`config.mk`:
```
export PLATFORM = sky130hd
export DESIGN_NAME = simon_serial_host_driver
export DESIGN_NICKNAME = d
export VERILOG_FILES = /design/src/rtl/simon_serial_pkg.sv /design/src/rtl/simon_serial_shifter.sv /design/src/rtl/simon_serial_host_driver.sv
export SDC_FILE = /design/constraint.sdc
export NUM_CORES = 1
export LEC_CHECK = 0
export ABC_AREA = 1
export CAP_MARGIN = 20
export CORE_UTILIZATION = 58
export DETAILED_ROUTE_END_ITERATION = 10
export GPL_ROUTABILITY_DRIVEN = 1
export PLACE_DENSITY = 0.94
export SLEW_MARGIN = 10
export SYNTH_ARGS = -nofsm -noshare
export SYNTH_HDL_FRONTEND = slang
export SYNTH_SLANG_ARGS = --single-unit
```
`constraint.sdc`:
```
create_clock -name clk -period 5.8 [get_ports clk]
set_input_delay 0.58 -clock clk [delete_from_list [all_inputs] [get_ports clk]]
set_output_delay 0.58 -clock clk [all_outputs]
set_load 0.01 [all_outputs]
```
`src/rtl/simon_serial_pkg.sv`:
```
// Shared constants for the bit-serial Simon 128/128 core and its host-side driver:
// mode encodings, driver state codes and default geometry.
package simon_serial_pkg;

  localparam int DEF_BLOCK_W    = 128;
  localparam int DEF_KEY_W      = 128;
  localparam int DEF_RUN_CYCLES = 4352;

  localparam logic [1:0] MODE_IDLE     = 2'd0;
  localparam logic [1:0] MODE_LOAD_PT  = 2'd1;
  localparam logic [1:0] MODE_LOAD_KEY = 2'd2;
  localparam logic [1:0] MODE_RUN      = 2'd3;

  typedef logic [2:0] state_t;

  localparam state_t ST_IDLE     = 3'd0;
  localparam state_t ST_LOAD_PT  = 3'd1;
  localparam state_t ST_LOAD_KEY = 3'd2;
  localparam state_t ST_RUN      = 3'd3;
  localparam state_t ST_UNLOAD   = 3'd4;
  localparam state_t ST_DONE     = 3'd5;

  // The core keeps run mode while its result is streamed out, so UNLOAD reuses MODE_RUN.
  function automatic logic [1:0] mode_of(input state_t s);
    case (s)
      ST_LOAD_PT:  mode_of = MODE_LOAD_PT;
      ST_LOAD_KEY: mode_of = MODE_LOAD_KEY;
      ST_RUN:      mode_of = MODE_RUN;
      ST_UNLOAD:   mode_of = MODE_RUN;
      default:     mode_of = MODE_IDLE;
    endcase
  endfunction

  function automatic int max3(input int a, input int b, input int c);
    int m;
    m = (a > b) ? a : b;
    max3 = (m > c) ? m : c;
  endfunction

endpackage

```
`src/rtl/simon_serial_shifter.sv`:
```
// Datapath for the serial host driver: a {key, plaintext} parallel-in/serial-out register
// feeding the core, and a serial-in capture register collecting the ciphertext.
module simon_serial_shifter #(
  parameter int BLOCK_W = 128,
  parameter int KEY_W   = 128
) (
  input  logic               clk,
  input  logic               rst_n,
  input  logic               load,
  input  logic               shift_en,
  input  logic               clear,
  input  logic               capture_en,
  input  logic [BLOCK_W-1:0] pt_in,
  input  logic [KEY_W-1:0]   key_in,
  input  logic               ser_in,
  output logic               ser_bit,
  output logic [BLOCK_W-1:0] capture_next
);

  logic [KEY_W+BLOCK_W-1:0] piso;
  logic [BLOCK_W-1:0]       capture;

  // Plaintext sits in the low half so it leaves first; zeros fill behind, keeping ser_data low afterwards.
  always_ff @(posedge clk or negedge rst_n) begin
    if (!rst_n)        piso <= '0;
    else if (clear)    piso <= '0;
    else if (load)     piso <= {key_in, pt_in};
    else if (shift_en) piso <= piso >> 1;
  end

  assign ser_bit      = piso[0];
  assign capture_next = {ser_in, capture[BLOCK_W-1:1]};

  always_ff @(posedge clk or negedge rst_n) begin
    if (!rst_n)          capture <= '0;
    else if (capture_en) capture <= capture_next;
  end

endmodule

```
`src/rtl/simon_serial_host_driver.sv`:
```
// Host-side initiator for the bit-serial Simon 128/128 core: serializes plaintext and key,
// runs the core for a full encryption and deserializes the ciphertext into a parallel word.
module simon_serial_host_driver
  import simon_serial_pkg::*;
#(
  parameter int BLOCK_W    = DEF_BLOCK_W,
  parameter int KEY_W      = DEF_KEY_W,
  parameter int RUN_CYCLES = DEF_RUN_CYCLES
) (
  input  logic               clk,
  input  logic               rst_n,
  input  logic               start,
  input  logic               abort,
  input  logic [BLOCK_W-1:0] plaintext,
  input  logic [KEY_W-1:0]   key,
  output logic               busy,
  output logic               done,
  output logic [BLOCK_W-1:0] ciphertext,
  output logic               ser_data,
  output logic [1:0]         ser_mode,
  input  logic               ser_cipher
);

  localparam int CNT_MAX = max3(BLOCK_W, KEY_W, RUN_CYCLES);
  localparam int CNT_W   = $clog2(CNT_MAX);

  state_t             state, state_nx;
  logic [CNT_W-1:0]   cnt, reload_val;
  logic               entering;
  logic               busy_state;
  logic [BLOCK_W-1:0] capture_next;

  assign busy_state = (state != ST_IDLE);
  assign entering   = (state_nx != state);

  // Abort overrides any phase transition; start is only honoured from IDLE without abort.
  always_comb begin
    state_nx = state;
    case (state)
      ST_IDLE:     if (start && !abort) state_nx = ST_LOAD_PT;
      ST_LOAD_PT:  if (cnt == '0) state_nx = ST_LOAD_KEY;
      ST_LOAD_KEY: if (cnt == '0) state_nx = ST_RUN;
      ST_RUN:      if (cnt == '0) state_nx = ST_UNLOAD;
      ST_UNLOAD:   if (cnt == '0) state_nx = ST_DONE;
      ST_DONE:     state_nx = ST_IDLE;
      default:     state_nx = ST_IDLE;
    endcase
    if (abort && busy_state) state_nx = ST_IDLE;
  end

  always_comb begin
    reload_val = '0;
    case (state_nx)
      ST_LOAD_PT:  reload_val = CNT_W'(BLOCK_W - 1);
      ST_LOAD_KEY: reload_val = CNT_W'(KEY_W - 1);
      ST_RUN:      reload_val = CNT_W'(RUN_CYCLES - 1);
      ST_UNLOAD:   reload_val = CNT_W'(BLOCK_W - 1);
      default:     reload_val = '0;
    endcase
  end

  always_ff @(posedge clk or negedge rst_n) begin
    if (!rst_n) begin
      state <= ST_IDLE;
      cnt   <= '0;
    end else begin
      state <= state_nx;
      if (entering)        cnt <= reload_val;
      else if (cnt != '0)  cnt <= cnt - 1'b1;
    end
  end

  // Status outputs are registered from the next state so they line up with the phase they describe.
  always_ff @(posedge clk or negedge rst_n) begin
    if (!rst_n) begin
      busy       <= 1'b0;
      done       <= 1'b0;
      ser_mode   <= MODE_IDLE;
      ciphertext <= '0;
    end else begin
      busy     <= (state_nx != ST_IDLE);
      done     <= (state_nx == ST_DONE);
      ser_mode <= mode_of(state_nx);
      if (state == ST_UNLOAD && state_nx == ST_DONE) ciphertext <= capture_next;
    end
  end

  simon_serial_shifter #(
    .BLOCK_W (BLOCK_W),
    .KEY_W   (KEY_W)
  ) u_shifter (
    .clk          (clk),
    .rst_n        (rst_n),
    .load         (state == ST_IDLE && state_nx == ST_LOAD_PT),
    .shift_en     (state == ST_LOAD_PT || state == ST_LOAD_KEY),
    .clear        (abort && busy_state),
    .capture_en   (state == ST_UNLOAD),
    .pt_in        (plaintext),
    .key_in       (key),
    .ser_in       (ser_cipher),
    .ser_bit      (ser_data),
    .capture_next (capture_next)
  );

endmodule

```
==> out/results.tsv <==
metric	value	unit
rsz0062_at_grt	false	
crit_type	flop to flop	
min_period	3650	ps
min_period_over_period	62.9	%
report.final.setup_viol	0	
p_switching	4.46	mW
num_vias	18600	
clkTransAtPathRegs	60	ps
ys_top_cells_by_count	dfrtp_1, inv_1, nand2_1	
cap_violations	0	
numPortBuffers	393	
rows	75	
drt_wl_total	63200	um
synth.most_common_cell	dfrtp_1	
finClkSkew	31.2	ps
drc_errors	0	
hold_viol	16	
track_usage	29.0	%
p_leak	13.7	nW
ys_seq_elements	531	
fmax	274	MHz
syn_to_final_growth	23.1	%
routed_via_density	5.53	
io_pins	394	
power_density	416	mW/mm2
first_iter_violations	2006	
hold_ws	-19.8	ps
die_y	209	um
violations	hold timing	
slew-limit-headroom	22.0	%
required	6280	ps
hold_buffers	0	
start_util	58.9	%
cts_tree	done	
fin_setup_tns	0	ps
gp_congestion	0.831	
grt_pass1_wl	101000	um
nets	3033	
post_cts_buffers	0	
async_flop_share	100	%
netlist.area_leader.share	53.6	%
worstPathArrival	4130	ps
p_sw_share	35.1	%
grt_pass1_vias	19300	
p_clk_share	29.6	%
h-tree-depth	2	
antenna_left	0	
setup_ws	2150	ps
die_w	209	um
endpoint_kind	flop	
combinationalPowerShare	32.1	%
post_drt_wl_per_cell	18.8	um
numCtsBuffers	54	
postCtsResizedCells	0	
hpwl	38800	um
synthesis.area_per_instance	10.0	um2
grt_max_degree	266	
vdd.ir_drop.worst	675	uV
drive_gt1_share	11.9	%
synthesis.area	0.0248	mm2
synth_area_leader_cell	dfrtp_1	
report.final.slew_viol_count	0	
crit_fanout	103	
grt-ovfl-total	0	
core_area	0.0420	mm2
antenna_found_initial	7	
start_kind	flop	
die_area	0.0435	mm2
cts.sinks	531	
p_seq_share	38.3	%
internal-power	8.24	mW
netlist_top_cells_area	dfrtp_1, mux2_1, inv_1	
clockRootBuffer	clkbuf_16	
drtPass1Iterations	6	
register_area	0.0133	mm2
synth-seq-area-share	53.6	%
yosys_warnings	0	
insertion_delay	620	ps
min_path_type	input pin to async pin	
synth_edf_count	0	
ys.flop_type	dfrtp_1	
cts_buffer_depth	3	
p_total	12.7	mW
fill_cells	2555	
post-place-ws	2110	ps
synth_cells	2476	
worst_pin_slew	1170	ps
status	complete, but fails checks	
syn_nets	2738	
synth_cell_types	35	
multi_input_area	0.00891	mm2
## sequential cells by signal (all words and copies together), names as in the netlist
register	flops
state	3
ser_mode	2
ciphertext	128
busy	1
cnt	13
done	1
u_shifter.piso	256
u_shifter.capture	127
## cell type report
| class | count | area share, % |
|---|---|---|
| antenna | 5 | 0.0410 |
| clock buffer | 77 | 5.24 |
| clock inverter | 23 | 1.16 |
| inverter | 401 | 4.95 |
| multi-input combinational | 1376 | 29.2 |
| sequential | 531 | 43.6 |
| tap | 539 | 2.21 |
| timing repair buffer | 407 | 13.6 |
## per-layer routing
layer	part of all wire (%)	track usage, %	up-vias	wire length [um]
li1	-	-	8667	-
met1	38	33.8	9073	24000
met2	49	49.1	662	31100
met3	9.1	10.5	166	5720
met4	3.6	10.7	4	2290
met5	0.049	0	-	31
## power by group through the flow
stage,registers (mW),logic (mW),clock network [mW]
after floorplan,4.76,3.22,0
after CTS,4.84,4.06,3.82
final,4.86,4.08,3.76
after detailed placement,4.88,3.95,0
after global routing,4.92,4.53,3.95
after global placement,4.82,3.72,0
## critical path, stage by stage (launching register included)
cell,delay [ps]
dfrtp_1,470
nor2_4,200
nand2_2,200
nand2_8,500
buf_4,750
buf_4,780
nand3_1,200
o21ai_1,210
## worst paths after layout
check                                     from                  end  slack [ps]  cells past startpoint
min in group clk                ciphertext[38]       ciphertext[38]         480                      2
worst max register to register        state[0]   u_shifter.piso[25]        2150                      7
max in group asynchronous                rst_n   u_shifter.piso[70]        4400                      2
worst max-delay path                  state[0]   u_shifter.piso[25]        2150                      7
worst min register to register  ciphertext[38]       ciphertext[38]         480                      2
worst min-delay path                     rst_n  u_shifter.piso[103]         -20                      1
## logic make-up (layout without fill, tap and decap cells)
logic type                 count (synthesis)  count (layout)  synth area share [%]
buffers and inverters                    569             908                  10.5
muxes                                    255             255                  12.2
xor gates and xnor gates                   9               9                 0.318
AOI/OAI and AO/OA                        524             524                  12.6
and+or+nand+nor                          587             587                  10.7
DFF                                      531             531                  53.6
other                                      0               5                     0
adders and majority gates                  1               1                0.0505
## stage by stage
step                      hold WS [ps]  util (%)  instances  area, um2
final                            -19.8      72.6       3359      30500
after global routing              36.7      72.5       3357      30500
after CTS                         3.56      72.5       3354      30500
after detailed placement           468      67.9       3254      28500
after global placement             463      67.9       3254      28500
after floorplan                    284         -       2476      24800
## cells in the final DEF, fill, tap and decap left out, drive strengths merged, types with 4 or more instances in the layout
cell type / netlist / final
a21oi: 8 / 8
o21ai: 512 / 512
buf: 102 / 15
nand2: 289 / 289
inv: 400 / 401
mux2: 255 / 255
clkinvlp: 0 / 5
clkdlybuf4s50: 0 / 392
nand3: 267 / 267
clkbuf: 66 / 77
nor2: 17 / 17
clkinv: 1 / 11
diode: 0 / 5
dfrtp: 531 / 531
nand4: 8 / 8
nor3: 4 / 4
bufinv: 0 / 7
xnor2: 4 / 4
xor2: 5 / 5
(Power assumes the default switching activity.)
